**src/rtl/tone_arbiter.sv**
```systemverilog
// Fixed-priority arbiter sharing one tone-generator phase step between requesters.
// Optional feature: define TONE_ARB_PREEMPT_EN to let higher-priority requests cut a playing tone.
module tone_arbiter #(
    parameter int num_req_p   = 4,
    parameter int width_p     = 32,
    parameter int dur_width_p = 8,
    parameter int tick_div_p  = 25000000,
    parameter int gap_ticks_p = 1
) (
    input  logic                             clk_i,
    input  logic                             reset_i,
    input  logic [num_req_p-1:0]             req_valid_i,
    input  logic [num_req_p*width_p-1:0]     req_fstep_i,
    input  logic [num_req_p*dur_width_p-1:0] req_dur_i,
    output logic [num_req_p-1:0]             req_ready_o,
    output logic [num_req_p-1:0]             done_o,
    output logic [width_p-1:0]               fstep_o,
    output logic                             busy_o,
    output logic [$clog2(num_req_p)-1:0]     owner_o
);

    localparam int OW = $clog2(num_req_p);
    localparam int PW = $clog2(tick_div_p);
    localparam int DW = dur_width_p;

    localparam logic [1:0] ST_IDLE = 2'd0;
    localparam logic [1:0] ST_PLAY = 2'd1;
    localparam logic [1:0] ST_GAP  = 2'd2;

    localparam logic [PW-1:0] PRESC_LAST = PW'(tick_div_p - 1);
    localparam logic [DW-1:0] GAP_TICKS  = DW'(gap_ticks_p);

    function automatic logic [num_req_p-1:0] onehot(input logic [OW-1:0] idx);
        logic [num_req_p-1:0] one;
        one = {{(num_req_p-1){1'b0}}, 1'b1};
        return one << idx;
    endfunction

    logic [1:0]           state_r;
    logic [width_p-1:0]   fstep_r;
    logic                 busy_r;
    logic [OW-1:0]        owner_r;
    logic [num_req_p-1:0] done_r;
    logic [PW-1:0]        presc_r;
    logic [DW-1:0]        ticks_r;

    logic                 win_valid_s;
    logic [OW-1:0]        win_idx_s;
    logic [width_p-1:0]   sel_fstep_s;
    logic [DW-1:0]        sel_dur_s;
    logic [DW-1:0]        dur_eff_s;
    logic                 accept_s;
    logic                 preempt_s;
    logic                 take_s;
    logic                 tick_end_s;
    logic                 last_s;

    // Lowest-index valid requester wins.
    always_comb begin
        win_valid_s = 1'b0;
        win_idx_s   = '0;
        for (int i = num_req_p - 1; i >= 0; i--) begin
            if (req_valid_i[i]) begin
                win_valid_s = 1'b1;
                win_idx_s   = OW'(i);
            end else begin
                win_valid_s = win_valid_s;
                win_idx_s   = win_idx_s;
            end
        end
    end

    assign sel_fstep_s = req_fstep_i[int'(win_idx_s)*width_p +: width_p];
    assign sel_dur_s   = req_dur_i[int'(win_idx_s)*dur_width_p +: dur_width_p];
    assign dur_eff_s   = (sel_dur_s == '0) ? DW'(1) : sel_dur_s;

    assign accept_s = !reset_i && (state_r == ST_IDLE) && win_valid_s;
`ifdef TONE_ARB_PREEMPT_EN
    assign preempt_s = !reset_i && (state_r == ST_PLAY) && win_valid_s && (win_idx_s < owner_r);
`else
    assign preempt_s = 1'b0;
`endif
    assign take_s = accept_s | preempt_s;

    assign tick_end_s = (presc_r == PRESC_LAST);
    assign last_s     = tick_end_s && (ticks_r == DW'(1));

    // A cut tone reports done in the same cycle as the preempting accept.
    assign req_ready_o = take_s ? onehot(win_idx_s) : '0;
    assign done_o      = done_r | (preempt_s ? onehot(owner_r) : '0);
    assign fstep_o     = fstep_r;
    assign busy_o      = busy_r;
    assign owner_o     = owner_r;

    // Playback state machine with shared prescaler/tick countdown for PLAY and GAP.
    always_ff @(posedge clk_i) begin
        if (reset_i) begin
            state_r <= ST_IDLE;
            fstep_r <= '0;
            busy_r  <= 1'b0;
            owner_r <= '0;
            done_r  <= '0;
            presc_r <= '0;
            ticks_r <= '0;
        end else begin
            done_r <= '0;
            if (take_s) begin
                state_r <= ST_PLAY;
                fstep_r <= sel_fstep_s;
                busy_r  <= 1'b1;
                owner_r <= win_idx_s;
                presc_r <= '0;
                ticks_r <= dur_eff_s;
            end else begin
                case (state_r)
                    ST_IDLE: begin
                        state_r <= ST_IDLE;
                    end
                    ST_PLAY: begin
                        if (last_s) begin
                            fstep_r <= '0;
                            done_r  <= onehot(owner_r);
                            presc_r <= '0;
                            if (gap_ticks_p == 0) begin
                                state_r <= ST_IDLE;
                                busy_r  <= 1'b0;
                                ticks_r <= '0;
                            end else begin
                                state_r <= ST_GAP;
                                ticks_r <= GAP_TICKS;
                            end
                        end else begin
                            presc_r <= tick_end_s ? '0 : presc_r + PW'(1);
                            ticks_r <= tick_end_s ? ticks_r - DW'(1) : ticks_r;
                        end
                    end
                    ST_GAP: begin
                        if (last_s) begin
                            state_r <= ST_IDLE;
                            busy_r  <= 1'b0;
                            presc_r <= '0;
                            ticks_r <= '0;
                        end else begin
                            presc_r <= tick_end_s ? '0 : presc_r + PW'(1);
                            ticks_r <= tick_end_s ? ticks_r - DW'(1) : ticks_r;
                        end
                    end
                    default: begin
                        state_r <= ST_IDLE;
                        fstep_r <= '0;
                        busy_r  <= 1'b0;
                    end
                endcase
            end
        end
    end

endmodule

```
**config.mk**
```make
export PLATFORM = sky130hd
export DESIGN_NAME = tone_arbiter
export DESIGN_NICKNAME = d
export VERILOG_FILES = /design/src/rtl/tone_arbiter.sv
export SDC_FILE = /design/constraint.sdc
export NUM_CORES = 1
export LEC_CHECK = 0
export CAP_MARGIN = 5
export CORE_ASPECT_RATIO = 0.9
export CORE_MARGIN = 2
export CORE_UTILIZATION = 41
export CTS_CLUSTER_DIAMETER = 40
export DETAILED_ROUTE_END_ITERATION = 12
export HOLD_SLACK_MARGIN = 0.15
export PLACE_DENSITY = 0.81
export SLEW_MARGIN = 5
export SYNTH_ARGS = -nofsm -noshare
export SYNTH_HDL_FRONTEND = slang
export SYNTH_SLANG_ARGS = --single-unit
```
**constraint.sdc**
```tcl
create_clock -name clk_i -period 3.2 [get_ports clk_i]
set_input_delay 0.64 -clock clk_i [delete_from_list [all_inputs] [get_ports clk_i]]
set_output_delay 0.64 -clock clk_i [all_outputs]
set_load 0.05 [all_outputs]
```
# == Word-level counts from Yosys, hierarchy flattened ==
# Cells that the tools add are included.
# op_classes
addsub,2
n_eq_ne,10
shift,4
mux,27
bitwise_logic,2
n_reduce_logical,16
# ops
op,count
$shiftx 128x8->32,1
$mux 32,2
$pmux 32 s2,1
$mux 25,2
$mux 8,5
$shiftx 32x6->8,1
$add 25x1->25 const B,1
$eq 25x25->1 const B,1
$pmux 8 s2,1
$mux 2,6
$eq 8x1->1 const B,1
$logic_not 8->1,1
$reduce_and 2->1,4
$reduce_or 2->1,4
$shl 1x2->4 const A,2
$sub 8x1->8 const B,1
$mux 1,7
$ne 3x3->1 const B,2
$mux 4,1
$ne 2x1->1 const B,2
$ne 2x2->1 const B,2
$pmux 2 s2,1
$reduce_or 4->1,1
$logic_and 1x1->1,3
other kinds (7),8
# word_totals
regBits,74
in_bits,166
out_inout_bits,43
elab_cells,69

# == Longest topological paths before layout ==
# depth
word_depth,8
mapped_depth,10
ltp_nobuf,7

# == Worst setup path before layout ==
# Ideal clock, no wire load.
# synth_timing
path_kind,input port to output port
startpoint,input port req_valid_i[0]
endpoint,output port req_ready_o[2]
t_arrival_ps,2922
setup_slack_ps,-362
path_stages,5
n_path_buf,3
path_cell_list,buf_2 > a21oi_1 > clkbuf_1 > clkbuf_1 > nor4_1
# synth_between
elab_chain_len,3
elab_cells_between_ends,5
classes_between,shift (1); mux (3); reduce/logical (1)
# synth_lines
item,line,rtl
start: declaration,12,"input logic [num_req_p-1:0] req_valid_i,"
$mux 2 / $mux 1 (equally long branches),63,if (req_valid_i[i]) begin
$shl 1x2->4 / $logic_and 1x1->1 (equally long branches),"36, 77",
$mux 4 (*),89,assign req_ready_o = take_s ? onehot(win_idx_s) : '0;
end: declaration,15,"output logic [num_req_p-1:0] req_ready_o,"
# Every way passes the cells marked *; elsewhere a longest branch is shown, timed or not.

# == Worst setup path after layout ==
# layout_timing
startpoint,input port req_valid_i[1]
endpoint,output port req_ready_o[3]
# layout_between
elab_chain_len,4
elab_cells_between_ends,7
classes_between,shift (1); mux (5); reduce/logical (1)
# layout_lines
item,line
$mux 2 / $mux 1 (equally long branches) (2 in series),63
$shl 1x2->4 / $logic_and 1x1->1 (equally long branches),"36, 77"
$mux 4 (*),89
# Marked as above.

==> run summary <==
Most frequent cells in the layout = clkdlybuf4s50_1, dfxtp_1, nor2_1, nand2_1, mux4_2
Clock root cell = clkbuf_16
Vias/cell = 5.84
Largest net degree at the start of global routing = 37
Post-CTS setup buffers = 0
Status = complete, no violations
Commonest non-fill, non-tap cell in the layout = clkdlybuf4s50_1
Worst setup SP type = primary input
Detailed Route Iter0 Violations = 263
Final HPWL DP = 12.3 mm
Port Buffer Count = 208
Worst vdd ir = 330 uV
Drt total wl = 15.4 mm
Synth async-reset ratio = 0
Layout Cells excl Fill = 800
Vert. Die Dim = 102 um
Post-synth EDFFs = 0
Critical R2R Launch = ticks_r[0]
H-tree lvl count = 3
Pre-CTS WS = 0.166 ns
Gates resized, CTS repair = 0
Worst hold path type = flip-flop to flip-flop
Final period utilization = 0.943
Worst hold margin = 0.503 ns
Reg2reg end = fstep_o[26]
Slew margin rel. = 0.272
Setup-failing EPs final = 0
Critical path required time = 2.56 ns
Routed wire per std cell = 19.2 um
CP Capture Type = output pin
I/O pin count = 209
RSZ-0062 raised after global routing = false
Register area share after synthesis = 0.340
Tot Pwr = 2.91 mW
Routability cong. = 0.902
GR Overflow Total = 0
Die area = 11,500 um2
Layout cells sized above 1 = 0.130
Mapped Area = 4350 um2
Critical path type = primary input to output pin
GRT Total Usage = 0.269
Worst Hold Depth = 2
Final hold vios = 0
FMAX = 331 MHz
DR pass1 iterations = 4
Simple-gate area share of the yosys netlist = 0.205
Initial Util = 0.423
Rows = 35
Area share of fa/ha/maj cells after synthesis = 0.0173
Syn. warnings = 0
Skew final = 0.00944 ns
Compound-Gate Fraction of Synth Area = 0.168
Yosys cell types = 56
Worst-Margin Slew = 1.09 ns
Number of max-cap violations = 0
Core box area = 10,300 um2
Num Clock Sinks = 74
Clk buf depth = 2
Insertion delay to the later sink of the worst-skew pair = 0.34 ns
R2R cell count = 6
Seq cells post-synth = 74
Synthesized net count = 633
Flop2flop setup slack = 0.30 ns
Post-route ant nets = 0
Vias in the first global route = 4,798
CTS buffer count = 9
Setup ws final = 0.183 ns
Pwr dens = 419 nW/um2
Area delta synth->final = 59.5%
Initial antenna violation count = 0
Routed vias = 4,668
CTS tree = yes
Mapped Cells = 461
Final Critical Period = 3.02 ns
Slew Viols, Final = 0
Worst-path maximum fanout = 11
Reg clk slew, reported paths = 0.06 ns
First-pass GRT wire length = 24.4 mm
Crit path DAT = 2.38 ns
# diodes = 0
Min-Delay Startpoint = ticks_r[1]
Main synth FF type = dfxtp_1
Post-CTS Hold Buffers = 0
Post-synthesis mux area share = 0.174
Leak Pwr = 2.45 nW
DP Cell Count = 784
Sum Neg Setup Slack = 0 ns
Largest family of logic cells by synthesized area = simple AND/OR/NAND/NOR gates
Worst Hold Endpoint = ticks_r[1]
Syn_area_per_cell = 9.44 um2
Nets = 838
Residual DRC = 0
Die width = 113 um
Xor/xnor share of the synthesized area = 0.0523
## sequential cells by signal, indices dropped and copies added (netlist names)
| register | count |
|---|---|
| fstep_o | 32 |
| done_o | 4 |
| presc_r | 25 |
| ticks_r | 8 |
| busy_o | 1 |
| state_r | 2 |
| owner_o | 2 |
## stage by stage
stage / utilization / area [um2]
after CTS: 0.675 / 6940
after detailed placement: 0.646 / 6650
after floorplan: - / 4360
after global routing: 0.675 / 6940
final: 0.675 / 6940
after global placement: 0.646 / 6650
## worst max-delay path, cell delays in order
cell             delay (ns)
clkdlybuf4s50_1        0.46
or2_2                  0.36
nor2_4                 0.21
buf_4                  0.27
and3_1                 0.28
buf_12                 0.16
## cells by family after synthesis
logic type               count (synthesis)
AO/OA/AOI/OAI                          112
XOR/XNOR                                26
adder cells (fa/ha/maj)                  6
buffers and inverters                   43
flip-flops                              74
multiplexers                            34
AND/OR/NAND/NOR                        166
## area by class of cell
class                      instances  area, um2
clock buffer                      10        229
inverter                          10       37.5
fill                             769       3350
tap                              129        161
timing repair buffer             227       2260
multi-input combinational        344       2700
sequential                        74       1480
clock inverter                     6       65.1
## power by group
| part | internal, mW | total (mW) | switching [mW] | leakage (nW) |
|---|---|---|---|---|
| registers | 0.982 | 1.02 | 0.0421 | 0.605 |
| clock network | 0.605 | 1.00 | 0.399 | 0.143 |
| logic | 0.430 | 0.882 | 0.451 | 1.71 |
| total | 2.02 | 2.91 | 0.893 | 2.45 |
## routing by layer
metal,routed length [um],global-route usage
met4,479,0.0816
met2,8000,0.485
met3,1180,0.0856
met5,0,0
met1,5720,0.308
## Yosys cell counts, types with 2 or more instances
library cell  instances  area share
nand2b_1              4      0.0057
inv_1                10      0.0086
and3_1               10       0.014
nor2_1               42       0.036
and2_1               11       0.016
o31ai_1               8       0.014
buf_6                 2      0.0052
xor2_1               18       0.036
nor3_1                5      0.0057
nand3b_1              2      0.0034
nand4_1               8       0.012
buf_2                 6      0.0069
dfxtp_1              74        0.34
clkbuf_1             24       0.021
nand4b_1              2      0.0040
nand2_1              36       0.031
or2_2                 3      0.0043
nor4_1                7       0.010
xnor2_1               8       0.016
a31oi_1              13       0.019
o21ai_1               2      0.0023
mux4_2               32        0.17
nand3_1              17       0.020
o211ai_1             14       0.024
ha_1                  6       0.017
o21ai_0              26       0.030
a32o_1               15       0.035
a21oi_1              28       0.032
## how the worst max path moves through the flow
stage	startpoint	to	slack [ns]	cells after the start
finish	req_valid_i[1]	req_ready_o[3]	0.18	6
global route	req_valid_i[1]	req_ready_o[3]	0.06	6
CTS	req_valid_i[1]	req_ready_o[3]	0.17	6
detailed placement	req_valid_i[1]	req_ready_o[3]	0.17	6
global placement	req_valid_i[1]	ticks_r[0]	0.22	6
floorplan	req_valid_i[0]	req_ready_o[3]	0.17	6
Power figures use the tool's default switching activity.
